[src/rtl/traffic_light_monitor.sv]
// Passive checker for a RED->GREEN->YELLOW lamp sequence: one-hot, order and dwell rules.
// Define TL_MON_DWELL_CHECK_EN to compile in the per-phase dwell counter and err_dwell.
module traffic_light_monitor #(
    parameter int unsigned RED_CYCLES    = 10,
    parameter int unsigned GREEN_CYCLES  = 10,
    parameter int unsigned YELLOW_CYCLES = 5,
    parameter int unsigned DWELL_W       = 8,
    parameter int unsigned ERRCNT_W      = 8
) (
    input  logic                clk,
    input  logic                rst,
    input  logic                lamp_red,
    input  logic                lamp_green,
    input  logic                lamp_yellow,
    input  logic                clr_err,
    output logic                synced,
    output logic [1:0]          phase,
    output logic                phase_done,
    output logic                err_onehot,
    output logic                err_order,
    output logic                err_dwell,
    output logic [ERRCNT_W-1:0] err_count,
    output logic [15:0]         cycle_count
);

    typedef enum logic [1:0] {
        PH_RED     = 2'b00,
        PH_GREEN   = 2'b01,
        PH_YELLOW  = 2'b10,
        PH_INVALID = 2'b11
    } phase_t;

    typedef enum logic {
        UNSYNC = 1'b0,
        TRACK  = 1'b1
    } state_t;

    if (RED_CYCLES < 2 || GREEN_CYCLES < 2 || YELLOW_CYCLES < 2 ||
        RED_CYCLES + 1 >= (64'd1 << DWELL_W) || GREEN_CYCLES + 1 >= (64'd1 << DWELL_W) ||
        YELLOW_CYCLES + 1 >= (64'd1 << DWELL_W) || ERRCNT_W < 1) begin : g_bad_cfg
        $error("traffic_light_monitor: phase lengths must be >= 2 and fit DWELL_W with one to spare");
    end

    state_t state;
    phase_t prev_ph, cur_ph, succ_ph;
    logic   valid_now, change, tracked_change;
    logic   e_onehot, e_order, e_dwell, any_err;

    always_comb begin
        cur_ph = PH_INVALID;
        case ({lamp_red, lamp_green, lamp_yellow})
            3'b100:  cur_ph = PH_RED;
            3'b010:  cur_ph = PH_GREEN;
            3'b001:  cur_ph = PH_YELLOW;
            default: cur_ph = PH_INVALID;
        endcase
        succ_ph = PH_INVALID;
        case (prev_ph)
            PH_RED:    succ_ph = PH_GREEN;
            PH_GREEN:  succ_ph = PH_YELLOW;
            PH_YELLOW: succ_ph = PH_RED;
            default:   succ_ph = PH_INVALID;
        endcase
    end

    assign valid_now      = (cur_ph != PH_INVALID);
    assign change         = valid_now && (prev_ph != PH_INVALID) && (cur_ph != prev_ph);
    assign tracked_change = (state == TRACK) && change;
    assign e_onehot       = !valid_now;
    assign e_order        = tracked_change && (cur_ph != succ_ph);
    assign any_err        = e_onehot || e_order || e_dwell;

`ifdef TL_MON_DWELL_CHECK_EN
    logic [DWELL_W-1:0] dwell, dwell_nxt, req_len;
    logic               same;

    // Long dwell fires on the step from req_len to req_len+1 only; a short one at the phase change.
    always_comb begin
        req_len = '0;
        case (prev_ph)
            PH_RED:    req_len = DWELL_W'(RED_CYCLES);
            PH_GREEN:  req_len = DWELL_W'(GREEN_CYCLES);
            PH_YELLOW: req_len = DWELL_W'(YELLOW_CYCLES);
            default:   req_len = '0;
        endcase
        same      = valid_now && (cur_ph == prev_ph);
        dwell_nxt = '0;
        if (same)
            dwell_nxt = (dwell == '1) ? dwell : dwell + DWELL_W'(1);
        else if (valid_now)
            dwell_nxt = DWELL_W'(1);
        e_dwell = (state == TRACK) && ((same && dwell == req_len) || (change && dwell < req_len));
    end
`else
    assign e_dwell   = 1'b0;
    assign err_dwell = 1'b0;
`endif

    always_ff @(posedge clk or posedge rst) begin
        if (rst) begin
            state       <= UNSYNC;
            prev_ph     <= PH_INVALID;
            phase_done  <= 1'b0;
            err_onehot  <= 1'b0;
            err_order   <= 1'b0;
            err_count   <= '0;
            cycle_count <= '0;
`ifdef TL_MON_DWELL_CHECK_EN
            dwell       <= '0;
            err_dwell   <= 1'b0;
`endif
        end else begin
            prev_ph    <= cur_ph;
            phase_done <= tracked_change;
            if (!valid_now)
                state <= UNSYNC;
            else if (change)
                state <= TRACK;
            if (tracked_change && prev_ph == PH_YELLOW && cur_ph == PH_RED)
                cycle_count <= cycle_count + 16'd1;
            err_onehot <= (err_onehot && !clr_err) || e_onehot;
            err_order  <= (err_order && !clr_err) || e_order;
            if (clr_err)
                err_count <= any_err ? ERRCNT_W'(1) : '0;
            else if (any_err && err_count != '1)
                err_count <= err_count + ERRCNT_W'(1);
`ifdef TL_MON_DWELL_CHECK_EN
            dwell     <= dwell_nxt;
            err_dwell <= (err_dwell && !clr_err) || e_dwell;
`endif
        end
    end

    assign phase  = prev_ph;
    assign synced = (state == TRACK);

endmodule
[config.mk]
export PLATFORM = sky130hd
export DESIGN_NAME = traffic_light_monitor
export DESIGN_NICKNAME = d
export VERILOG_FILES = /design/src/rtl/traffic_light_monitor.sv
export SDC_FILE = /design/constraint.sdc
export NUM_CORES = 1
export LEC_CHECK = 0
export CORE_UTILIZATION = 42
export DETAILED_ROUTE_END_ITERATION = 10
export PLACE_DENSITY = 0.69
export SLEW_MARGIN = 15
export SYNTH_ARGS = -nofsm -noshare
export SYNTH_HDL_FRONTEND = slang
export SYNTH_SLANG_ARGS = --single-unit
[constraint.sdc]
create_clock -name clk -period 6.48 [get_ports clk]
set_clock_uncertainty 0.2 [all_clocks]
set_input_delay 0.648 -clock clk [delete_from_list [all_inputs] [get_ports clk]]
set_output_delay 0.648 -clock clk [all_outputs]
set_load 0.02 [all_outputs]
* After elaboration in Yosys (flattened, before gate mapping) *
Cells that the tools add are included.

word-level totals
  bits in registers = 30
  input port bits = 6
  bits in writable memories = 0
  memory bits (read-only) = 0
  memories kept = 0
  latch bits = 0
  logic and storage cells = 44

operators by class
  multiply operators = 0
  div/mod/pow operators = 0
  add/sub/neg operators = 2
  eq/ne operators = 11
  order comparisons = 0
  shifts and indexed selects = 0
  muxes and demuxes = 7
  reduce and logical (&&, ||, !) cells = 17
  bitwise operators = 0

operators with widths
  cell                                                             count
  16-bit by 1-bit adder with 16-bit output, second input constant  1
  8-bit 2-to-1 mux                                                 2
  2-bit one-hot mux with 3 select lines                            2
  1-bit logical AND                                                9
  8-bit by 1-bit adder with 8-bit output, second input constant    1
  8-bit != test, second input constant                             1
  2-bit zero test                                                  2
  2-bit != test                                                    2
  2-bit != test, second input constant                             2
  3-bit by 1-bit == test with 1-bit output, second input constant  1
  3-bit by 2-bit == test with 1-bit output, second input constant  1
  3-bit == test, second input constant                             1
  1-bit logical OR                                                 3
  1-bit 2-to-1 mux                                                 3
  2-bit by 1-bit == test with 1-bit output, second input constant  1
  2-bit == test, second input constant                             1
  1-bit zero test                                                  2
  2-bit by 1-bit != test with 1-bit output, second input constant  1
  2-bit nonzero test                                               1

* Logic depth before layout (Yosys ltp) *
  word-level depth = 11
  gate-level depth with buffers = 9

* Worst setup path after synthesis *
No wires, ideal clock.

  path type = reg2reg
  from = register prev_ph[0] (netlist: phase[0])
  to = register err_count[6]
  data arrival time = 2.393 ns
  stages on the path, launching flop included = 10
  data required time = 6.152 ns
  clock period less this slack = 2.721 ns
  path slack = 3.759 ns
  setup time = 0.128 ns
  cell sequence = dfstp_2 inv_1 ha_1 nor3b_1 or4_1 o21ai_1 o21a_1 buf_6 nor3_1 mux2_1

between the ends
  cells in the longest elaborated chain, start to end = 8
  elaborated cells on any way between the ends = 14
  classes of those cells = eq/ne: 5; mux: 1; reduce/logical: 8

RTL lines
  item                                                                           RTL line  source
  start, declared                                                                45        phase_t prev_ph, cur_ph, succ_ph;
  start signal, assigned                                                         113       prev_ph <= cur_ph;
  branches (longest 4 deep; another with 2-bit one-hot mux with 3 select lines)  -
  1-bit logical AND (*)                                                          70        assign e_order = tracked_change && (cur_ph != succ_ph);
  1-bit logical OR (*)                                                           71        assign any_err = e_onehot || e_order || e_dwell;
  1-bit logical AND (*)                                                          125       else if (any_err && err_count != '1)
  2-bit nonzero test (no source line) (*)                                        -
  end signal, assigned                                                           124       err_count <= any_err ? ERRCNT_W'(1) : '0;
  end signal, assigned                                                           126       err_count <= err_count + ERRCNT_W'(1);
  end, declared                                                                  22        output logic [ERRCNT_W-1:0] err_count,

Every way passes the cells marked *.
A chain may end at the register's enable or synchronous reset.

* Worst setup path after layout *
  from = input lamp_green
  to = register err_count[6]

between the ends
  cells in the longest elaborated chain, start to end = 10
  elaborated cells on any way between the ends = 15
  classes of those cells = eq/ne: 6; mux: 1; reduce/logical: 8

RTL lines
  item                                                              RTL line  source
  start, declared                                                   13        input logic lamp_green,
  3-bit by 1-bit == test with 1-bit output (tied with other cells)  51        case ({lamp_red, lamp_green, lamp_yellow})
  2-bit one-hot mux with 3 select lines (*)                         51
  2-bit != test                                                     66        assign valid_now = (cur_ph != PH_INVALID);
  1-bit logical AND (2 in a row)                                    67        assign change = valid_now && (prev_ph != PH_INVALID) && (cur_ph != prev_ph);
  1-bit logical AND                                                 68        assign tracked_change = (state == TRACK) && change;
  1-bit logical AND                                                 70
  1-bit logical OR (*)                                              71
  1-bit logical AND (*)                                             125
  2-bit nonzero test (no source line) (*)                           -

Every way passes the cells marked *; elsewhere a longest branch is shown, timed or not.

==> reports/results.ini <==
[outcome]
status = finished clean

[timing]
hold_viol_final = 0
drv_slew = 0
min_period_ns = 3.07
max_clock_freq_mhz = 326
fin_crit_sh = 0.474
finalSetupTns_ns = 0
relSlewSlack = 0.537
finalSetupViolCount = 0
rsz0062_at_grt = no
worstMarginPinSlew_ns = 0.693

[pwr]
p_switching_uw = 117
p_int_uw = 337
p_leak_uw = 0.000918
p_comb_frac = 0.142
p_total_uw = 453
powerDensity_mw_per_mm2 = 218
pwr-share-seq = 0.449
p_sw_frac = 0.257
ir_worst_vdd_v = 0.000141
clockPowerShare = 0.410

[logic_synthesis]
synth_cell_types = 46
synth-edff-count = 0
synth_nets = 169
ys_seq_elements = 30
yosysWarnings = 0
netlist_area_mm2 = 0.00162
syn_avg_cell_area_um2 = 10.3
synth_cells = 158
ys_async_sr_fraction = 1.00
synth_flop_cell = dfrtp_1
seq_area_frac_synth = 0.464

[cells_and_area]
layout_commonest_cell = clkdlybuf4s50_1
area_growth_pct = 28.2
diodes = 0
mostFrequentLayoutCells = clkdlybuf4s50_1, dfrtp_1, nand3_1, xnor2_1
final_layout_size_suffix_gt1_frac = 0.0829
finalNonFillerCells = 241
final_area_mm2 = 0.00208
fin_nets = 203

[route]
firstDrtPassIters = 4
vias = 1298
drtIter0Drc = 45
viasPerCell = 5.39
drt_wl_total_um = 3270
route.detailed.drc = 0
avgRoutedWirePerCell_um = 13.6
ant_nets = 0

[worst_setup_path]
critical_path_peak_fanout = 13
crit_type = in -> reg
slowest_delay_ns = 0.69
arrival_ns = 3.05
required_ns = 6.45
cp_cell_sequence = clkdlybuf4s50_1 -> and4bb_1 -> a311oi_1 -> a21bo_1 -> o21a_1 -> nor3_1 -> mux2_1
crit_path_start_kind = input pin
slowest_stage = clkdlybuf4s50_1
endpoint_kind = register
ff2ff_setup_slack_ns = 3.54

[place]
dpl.hpwl_um = 2330
dpl.cell_count = 233
placed_area_mm2 = 0.00197
port_buffers = 35
place.gp.congestion = 0.862

[die]
die_x_um = 64.2
die_area_mm2 = 0.00412
core.rowCount = 22
num_io_pins = 37
core-area_mm2 = 0.00369
initial_utilization = 0.440
die_h_um = 64.2

[clock_tree]
cts_setup_buffers = 0
clkTransAtPathRegs_ns = 0.07
cts_tree = yes
clock_path_buffers = 2
ctsResizeCount = 0
clk_latency_ns = 0.29
clockRootBuffer = clkbuf_8
ctsHoldBuffers = 0
cts_sinks = 30
numCtsBuffers = 5
ctsHtreeMaxLevel = 2

[global_route]
grt_overflow_total = 0
grt_pass1_wl_um = 5770
antenna_found_initial = 0
grt_max_degree = 31
grt_pass1_vias = 1228
grt_usage = 0.186

[flow_run]
drv_cap = 0

[hold_path]
hp-class = reg -> reg

-- cells by family after synthesis --
family | synth area share
DFF | 0.464
adders and majority gates | 0.0385
buffers and inverters | 0.0609
xor gates and xnor gates | 0.0963
and+or+nand+nor | 0.210
other | 0.00231
AOI/OAI and AO/OA | 0.107
muxes | 0.0208
-- registers in the layout, indices dropped and copies added, names as in the netlist --
signal	count
err_count	8
synced	1
err_order	1
phase	2
cycle_count	16
err_onehot	1
phase_done	1
-- through the flow --
step           hold slack (ns)  setup WS, ns  utilization
6_report                 0.293          3.41        0.564
3_3_place_gp             0.263          3.19        0.535
3_5_place_dp             0.283          3.13        0.535
5_1_grt                  0.322          3.19        0.564
2_1_floorplan            0.382          3.76            -
4_1_cts                  0.295          3.43        0.564
-- routing by layer --
| layer | share of wire | global-route usage | vias to the layer above | wire length [µm] |
|---|---|---|---|---|
| met5 | 0 | 0 | - | 0 |
| met1 | 0.45 | 0.235 | 634 | 1480 |
| met4 | 0.014 | 0.0750 | 0 | 46 |
| met2 | 0.47 | 0.285 | 37 | 1530 |
| met3 | 0.064 | 0.0714 | 6 | 208 |
| li1 | - | - | 621 | - |
-- final cells by class --
| cell class | instances | area, µm² |
|---|---|---|
| Timing Repair Buffer | 35 | 350 |
| Inverter | 10 | 37.5 |
| Clock inverter | 3 | 40.0 |
| Tap cell | 48 | 60.1 |
| Fill cell | 351 | 1610 |
| Multi-Input combinational cell | 110 | 772 |
| Sequential cell | 30 | 753 |
| Clock buffer | 5 | 68.8 |
-- synthesized netlist by cell type (all sizes together), types with 2 or more instances --
cell | n | area (µm²)
a21oi | 6 | 30.0
and2 | 2 | 12.5
and3 | 8 | 50.1
and4bb | 2 | 25.0
buf | 6 | 53.8
clkbuf | 2 | 7.51
dfrtp | 28 | 701
dfstp | 2 | 52.6
ha | 5 | 62.6
inv | 10 | 37.5
mux2 | 3 | 33.8
nand2 | 9 | 33.8
nand3 | 12 | 60.1
nand4 | 3 | 18.8
nor2 | 5 | 18.8
nor2b | 4 | 25.0
nor3 | 2 | 10.0
o21ai | 6 | 30.0
o22ai | 2 | 12.5
o31ai | 3 | 22.5
or4 | 4 | 30.0
xnor2 | 12 | 105
xor2 | 5 | 51.3
-- power by group through the flow --
| stage | Combinational (µW) | Clock, µW | Sequential [µW] |
|---|---|---|---|
| 2_1_floorplan | 35.3 | 0 | 214 |
| 3_3_place_gp | 63.0 | 0 | 206 |
| 3_5_place_dp | 64.7 | 0 | 207 |
| 4_1_cts | 65.0 | 190 | 204 |
| 5_1_grt | 70.9 | 201 | 205 |
| 6_report | 64.2 | 186 | 203 |
-- worst max-delay path: cells and delay by family --
family / cells / cell delay, ns
AOI/OAI and AO/OA: 3 / 1.01
buffers and inverters: 1 / 0.69
muxes: 1 / 0.32
and+or+nand+nor: 2 / 0.38
-- worst paths after layout --
path / end / start / depth (start not counted)
hold / removal: cycle_count[15] / cycle_count[15] / 1
min in group asynchronous: err_count[5] / rst / 2
hold reg to reg: cycle_count[15] / cycle_count[15] / 1
setup / recovery: err_count[6] / lamp_green / 7
max in group asynchronous: cycle_count[8] / rst / 2
setup reg to reg: err_count[6] / phase[0] / 8
(Power assumes the default switching activity.)
